==> src/rtl/cheat_patch_engine.sv <==
// Multi-slot cheat substitution engine between the console cartridge bus and the ROM.
// Debounced address -> ROM fetch -> per-slot match/compare -> substituted byte to the console.
module cheat_patch_engine #(
    parameter int NUM_SLOTS  = 8,
    parameter int ADDR_WIDTH = 13,
    parameter int DATA_WIDTH = 8,
    parameter int DEBOUNCE   = 2,
    parameter logic [ADDR_WIDTH-1:0] RESET_VECTOR = 13'h1FFC,
    localparam int SLOT_W = (NUM_SLOTS > 1) ? $clog2(NUM_SLOTS) : 1
) (
    input  logic                  CLOCK_50,
    input  logic                  RESET_N,
    input  logic [ADDR_WIDTH-1:0] CONSOLE_ADDR,
    input  logic [DATA_WIDTH-1:0] CART_DATA,
    output logic [ADDR_WIDTH-1:0] CART_ADDR,
    output logic [DATA_WIDTH-1:0] CONSOLE_DATA,
    output logic                  CONSOLE_DATA_OE,
    input  logic                  LOAD_VALID,
    output logic                  LOAD_READY,
    input  logic [SLOT_W-1:0]     LOAD_SLOT,
    input  logic [ADDR_WIDTH-1:0] LOAD_ADDR,
    input  logic [DATA_WIDTH-1:0] LOAD_DATA,
    input  logic [DATA_WIDTH-1:0] LOAD_COMPARE,
    input  logic                  LOAD_USE_COMPARE,
    input  logic                  LOAD_ENABLE,
    input  logic                  ARM,
    output logic                  ACTIVE,
    output logic [NUM_SLOTS-1:0]  HIT
);
    typedef enum logic [1:0] {ST_LOAD, ST_PENDING, ST_ACTIVE} state_t;
    state_t state_q, state_d;

    localparam logic [2:0] DB_MAX = 3'(DEBOUNCE);

    logic [ADDR_WIDTH-1:0] raw_q, addr_q;
    logic [2:0]            cnt_q, cnt_d;
    logic                  addr_same, accept, acc_q;

    logic [ADDR_WIDTH-1:0] slot_addr_q [NUM_SLOTS];
    logic [DATA_WIDTH-1:0] slot_data_q [NUM_SLOTS];
    logic [DATA_WIDTH-1:0] slot_cmp_q  [NUM_SLOTS];
    logic                  slot_use_q  [NUM_SLOTS];
    logic                  slot_en_q   [NUM_SLOTS];
    logic [DATA_WIDTH-1:0] win_data    [NUM_SLOTS];

    logic [NUM_SLOTS-1:0]  addr_hit, full_hit, win;
    logic [NUM_SLOTS-1:0]  amatch1_q, amatch2_q, hit_q;
    logic [ADDR_WIDTH-1:0] cart_addr_q;
    logic [DATA_WIDTH-1:0] data_q, console_data_q, console_data_d, sub_data;
    logic                  live1_q, live2_q, msb2_q, oe_q, load_fire;

    // Debounce: an address is accepted once it has been seen on DEBOUNCE+1 consecutive edges.
    always_comb begin
        addr_same = (CONSOLE_ADDR == raw_q);
        accept    = addr_same && (cnt_q == DB_MAX - 3'd1);
        cnt_d     = 3'd0;
        if (addr_same) begin
            cnt_d = (cnt_q == DB_MAX) ? cnt_q : cnt_q + 3'd1;
        end
    end

    always_ff @(posedge CLOCK_50 or negedge RESET_N) begin
        if (!RESET_N) begin
            raw_q  <= '0;
            cnt_q  <= '0;
            addr_q <= '0;
            acc_q  <= 1'b0;
        end else begin
            raw_q <= CONSOLE_ADDR;
            cnt_q <= cnt_d;
            acc_q <= accept;
            if (accept) begin
                addr_q <= raw_q;
            end
        end
    end

    assign load_fire = LOAD_VALID && LOAD_READY;

    genvar gi;
    generate
        for (gi = 0; gi < NUM_SLOTS; gi++) begin : g_slot
            logic wr;
            assign wr = load_fire && (LOAD_SLOT == SLOT_W'(gi));

            always_ff @(posedge CLOCK_50 or negedge RESET_N) begin
                if (!RESET_N) begin
                    slot_addr_q[gi] <= '0;
                    slot_data_q[gi] <= '0;
                    slot_cmp_q[gi]  <= '0;
                    slot_use_q[gi]  <= 1'b0;
                    slot_en_q[gi]   <= 1'b0;
                end else if (wr) begin
                    slot_addr_q[gi] <= LOAD_ADDR;
                    slot_data_q[gi] <= LOAD_DATA;
                    slot_cmp_q[gi]  <= LOAD_COMPARE;
                    slot_use_q[gi]  <= LOAD_USE_COMPARE;
                    slot_en_q[gi]   <= LOAD_ENABLE;
                end
            end

            // Address 0 marks an unused slot, so it never matches.
            assign addr_hit[gi] = slot_en_q[gi] && (slot_addr_q[gi] != '0) &&
                                  (slot_addr_q[gi] == addr_q);
            assign full_hit[gi] = amatch2_q[gi] && (!slot_use_q[gi] || (data_q == slot_cmp_q[gi]));
            assign win_data[gi] = win[gi] ? slot_data_q[gi] : '0;
        end
    endgenerate

    // Isolate the lowest set bit: lowest-index slot wins.
    assign win = full_hit & (~full_hit + NUM_SLOTS'(1));

    always_comb begin
        sub_data = '0;
        for (int i = 0; i < NUM_SLOTS; i++) begin
            sub_data = sub_data | win_data[i];
        end
        console_data_d = (live2_q && (|win)) ? sub_data : data_q;
    end

    always_ff @(posedge CLOCK_50 or negedge RESET_N) begin
        if (!RESET_N) begin
            state_q <= ST_LOAD;
        end else begin
            state_q <= state_d;
        end
    end

    // Arming completes only on a fresh acceptance of the reset vector.
    always_comb begin
        state_d = state_q;
        case (state_q)
            ST_LOAD:    if (ARM) state_d = ST_PENDING;
            ST_PENDING: if (acc_q && (addr_q == RESET_VECTOR)) state_d = ST_ACTIVE;
            default:    state_d = state_q;
        endcase
    end

    always_comb begin
        LOAD_READY = (state_q == ST_LOAD);
        ACTIVE     = (state_q == ST_ACTIVE);
    end

    // live1/live2 carry "accepted while ACTIVE" alongside each address, so the
    // reset-vector fetch that arms the engine is itself never substituted.
    always_ff @(posedge CLOCK_50 or negedge RESET_N) begin
        if (!RESET_N) begin
            cart_addr_q    <= '0;
            amatch1_q      <= '0;
            live1_q        <= 1'b0;
            data_q         <= '0;
            amatch2_q      <= '0;
            msb2_q         <= 1'b0;
            live2_q        <= 1'b0;
            console_data_q <= '0;
            oe_q           <= 1'b0;
            hit_q          <= '0;
        end else begin
            cart_addr_q    <= addr_q;
            amatch1_q      <= addr_hit;
            live1_q        <= (state_q == ST_ACTIVE);
            data_q         <= CART_DATA;
            amatch2_q      <= amatch1_q;
            msb2_q         <= cart_addr_q[ADDR_WIDTH-1];
            live2_q        <= live1_q;
            console_data_q <= console_data_d;
            oe_q           <= (state_q != ST_LOAD) && msb2_q;
            hit_q          <= hit_q | (live2_q ? win : '0);
        end
    end

    assign CART_ADDR       = cart_addr_q;
    assign CONSOLE_DATA    = console_data_q;
    assign CONSOLE_DATA_OE = oe_q;
    assign HIT             = hit_q;

endmodule

==> config.mk <==
export PLATFORM = sky130hd
export DESIGN_NAME = cheat_patch_engine
export DESIGN_NICKNAME = d
export VERILOG_FILES = /design/src/rtl/cheat_patch_engine.sv
export SDC_FILE = /design/constraint.sdc
export NUM_CORES = 1
export LEC_CHECK = 0
export ABC_AREA = 1
export BUFFER_PORTS_ARGS = -buffer_cell sky130_fd_sc_hd__buf_2
export CORE_MARGIN = 2
export CORE_UTILIZATION = 36
export CTS_BUF_LIST = sky130_fd_sc_hd__clkbuf_4 sky130_fd_sc_hd__clkbuf_8
export DETAILED_ROUTE_END_ITERATION = 10
export PLACE_DENSITY = 0.57
export SLEW_MARGIN = 10
export SYNTH_ARGS = -nofsm -noshare
export SYNTH_HDL_FRONTEND = slang
export SYNTH_SLANG_ARGS = --single-unit
==> constraint.sdc <==
create_clock -name CLOCK_50 -period 2.2 [get_ports CLOCK_50]
set_input_delay 0 -clock CLOCK_50 [delete_from_list [all_inputs] [get_ports CLOCK_50]]
set_output_delay 0 -clock CLOCK_50 [all_outputs]
set_load 0.05 [all_outputs]
==> metrics.md <==
| Metric | Value |
|---|---|
| Port Buffers | 90 |
| Nets | 1,944 |
| XOR/XNOR Fraction of Synth Area | under 10% |
| Mapped Area | about 0.015 mm2 |
| Leak Pwr | 8.723 nW |
| Max clock buf depth | 3 |
| Area growth from synthesis to layout | 23.60% |
| Commonest non-fill, non-tap cells in the layout | 420 x nand2_1, 333 x dfrtp_1, 226 x o21ai_0 |
| Synth Register Bits | between 300 and 400 |
| Final Cycle Share | a little over nine tenths |
| M1 WL | 19.02 mm |
| # rows | 74 |
| Fillers | between 4,000 and 5,000 |
| WL met3 | 2.399 mm |
| Vias in the first global route | 12,220 |
| PnR worst setup slack | around 42 ps |
| Placed insts | 2,274 |
| Hold crit path type | input pin to register |
| Max_slew headroom | 56.79% |
| Simple-gate share of the synthesized area | 19.31% |
| # diodes | 0 |
| WP data arrival | about 2700 ps |
| Worst Setup Slack post-DPL | -112.7 ps |
| Clk_skew | 26.15 ps |
| Core area | roughly 0.041 mm2 |
| Number of synthesized flops with an enable pin | 0 |
| Clock sink total | 337 |
| Synthesized instance count | 1,672 |
| Total grt overflow | 0 |
| Final design utilization | 45.31% |
| Ports | 91 |
| Least-Margin Pin Slew | 648.2 ps |
| GPL Wtd Cong | 0.8787 |
| CP Launch Type | register |
| Initial Util | 36.66% |
| Post-DR wirelength/cell | about 18 um |
| Total GRT Usage | between 20% and 30% |
| Number of nets with antenna violations after routing | 0 |
| Share of cells above drive strength 1 | 18.78% |
| Die ar. | 0.04342 mm2 |
| Largest net degree at the start of global routing | 85 |
| HPWL Detailed | 29.29 mm |
| Syn_nets | 1,734 |
| Ys Warns | 0 |
| Die width | 208.4 um |
| Adder-cell share of the synthesized area | 0.2496% |
| CTS buffer count | 57 |
| CP Max Fanout | 7 |
| Initial antenna violation count | 1 |
| Async set or reset register ratio after synthesis | 100.0% |
| Fin crit period | approximately 2200 ps |
| Power per standard cell area | 909.5 mW/mm2 |
| Drt total wl | 43.55 mm |
| DR WL met2 | 20.85 mm |
| Die Y-Extent | roughly 210 um |
| Top FF cell, synth | dfrtp_1 |
| Maximum VDD drop | around 450 uV |
| Worst Hold Path Cells | 2 |
| Largest area contributor in the netlist | dfrtp_1 |
| Post-synthesis mux area share | 0% |
| Endpoints failing setup | 0 |
| Vias | 12,310 |
| Largest family of logic cells by synthesized area | simple AND/OR/NAND/NOR gates |
| Compound-gate portion of the synthesized area | 13.35% |
| Routed vias/inst | 5.004 |
| First-pass GRT wire length | slightly below 70 mm |
| Max Cap Viol | 0 |
| Req. time, crit path | 2700 ps |
| DRC | 0 |
| Status | finished, final reports clean |
| RSZ-0062 raised after global routing | yes |
| Non-filler cells, final | 2,460 |
| Cells on worst reg2reg path | 13 |
| CTS tree | yes |
| Max-slew violations | 0 |
| Top layer in use | met4 |
| Area share of the largest cell type after synthesis | 56.09% |
| CP Class | register to register |
| CP endpoint kind | register |
| Syn Area/Cell | ~9.0 um2 |
| DR pass1 iterations | 6 |
| Top cells by area, synth | dfrtp_1 56%, nand2_1 11%, o21ai_0 7.5% |
| Clock transition at path regs | 70 ps |
| Clock root buffer | clkbuf_8 |
| Synth cell types | 45 |
| Commonest non-fill, non-tap cell in the layout | nand2_1 |
| Clk_lat worst skew | 620 ps |
| Post-synthesis sequential area ratio | 56.09% |
| FMAX | around 0.46 GHz |
| Number of DRC markers in iteration 0 | 915 |
| Fin. Hold Viols | 0 |
| H-tree Lvls | 2 |
worst paths after layout:
path                         startpoint              end  slack, ps
max                           data_q[5]  CONSOLE_DATA[4]         40
min                        CART_DATA[7]        data_q[7]         40
max reg2reg                   data_q[5]  CONSOLE_DATA[4]         40
min reg2reg                amatch1_q[7]     amatch2_q[7]        350
max in group asynchronous       RESET_N   slot_addr_q[3]        840
min in group asynchronous       RESET_N   slot_cmp_q[53]        460
critical path, cell delays in order (launching register included):
cell and delay (ps):
dfrtp_2 440, buf_6 160, xnor2_2 150, nand2_1 80, nor2_2 170, nand2_1 100
nand2_2 90, nand2_4 90, nand2_8 100, clkinvlp_4 160, nand4_1 120, nand3_1 120
o21bai_2 190, nand2_1 80
through the flow:
stage          setup TNS [ps]  power, W  hold slack, ps  instance area (um2)
2_1_floorplan               0  0.009776          -295.6                15040
3_3_place_gp           -249.3   0.01055          -1.273                16290
3_5_place_dp           -259.7   0.01064         -0.8302                16290
4_1_cts                     0   0.01699         0.06189                18220
5_1_grt                -205.1   0.01789           15.31                18580
6_report                    0   0.01690           36.71                18580
registers in the layout (all words and copies together), names as in the netlist:
register	count
slot_addr_q	104
slot_cmp_q	64
slot_data_q	64
CART_ADDR	13
addr_q	13
raw_q	13
CONSOLE_DATA	8
HIT	8
amatch1_q	8
amatch2_q	8
data_q	8
slot_en_q	8
slot_use_q	8
cnt_q	3
state_q	2
CONSOLE_DATA_OE	1
acc_q	1
live1_q	1
live2_q	1
msb2_q	1
cells by family after synthesis:
| family | Yosys count |
|---|---|
| buffers and inverters | 215 |
| DFF | 337 |
| xor gates and xnor gates | 84 |
| and+or+nand+nor | 676 |
| AOI/OAI and AO/OA | 357 |
| adders and majority gates | 3 |
cells in the mapped netlist (2+ instances only):
cell type    n
a221oi_1    16
clkbuf_1    55
nand2_4      2
o21ai_0    226
inv_2        7
nand3_1     60
a31o_2       3
a21oi_1     17
nor2_2       5
o21bai_1     8
a21boi_1     2
dfrtp_1    337
o2111ai_1    5
nand3_2      3
a211oi_1     3
o22ai_1     22
ha_1         3
a21oi_4      3
or2_1        2
xor2_1      26
nand2_1    430
a2111oi_0    2
nor4_1      38
buf_6       11
nand2_2      7
xnor2_1     57
nor2_1      86
nor3_1       3
o211ai_1     2
clkinv_1     4
buf_2       12
inv_1      123
nand4_1     27
o21ai_1     41
nor2_4       3
a22o_1       6
or2_2        7
repair_timing:
item / CTS / global route
hold buffers: 61 / 0
setup endpoints to repair: 7 / 9
pin swaps: 4 / 26
setup buffers: 1 / 18
hold endpoints to repair: 610 / 0
gates resized for setup: 8 / 53
gates cloned: 1 / 0
routing by layer:
| metal | global-route usage (%) | vias up |
|---|---|---|
| met5 | 0 | - |
| met1 | 26.93 | 5898 |
| met3 | 3.170 | 92 |
| met4 | 6.773 | 0 |
| li1 | - | 5953 |
| met2 | 33.65 | 367 |
layout make-up:
class | instances | area [um2] | area share [%]
Timing Repair Buffer | 229 | 1760 | 9.473
Tap cell | 532 | 665.6 | 3.582
Multi-Input combinational cell | 1120 | 5899 | 31.74
Inverter | 136 | 536.8 | 2.888
Clock inverter | 15 | 137.6 | 0.7406
Sequential cell | 337 | 8438 | 45.40
Timing Repair inverter | 1 | 7.507 | 0.04040
Clock buffer | 90 | 1139 | 6.127
power breakdown:
group | internal (W) | switching (W)
Clock | 0.00353 | 0.00263
Combinational | 0.00116 | 0.00132
Sequential | 0.00731 | 0.000953
(Power assumes the default switching activity.)
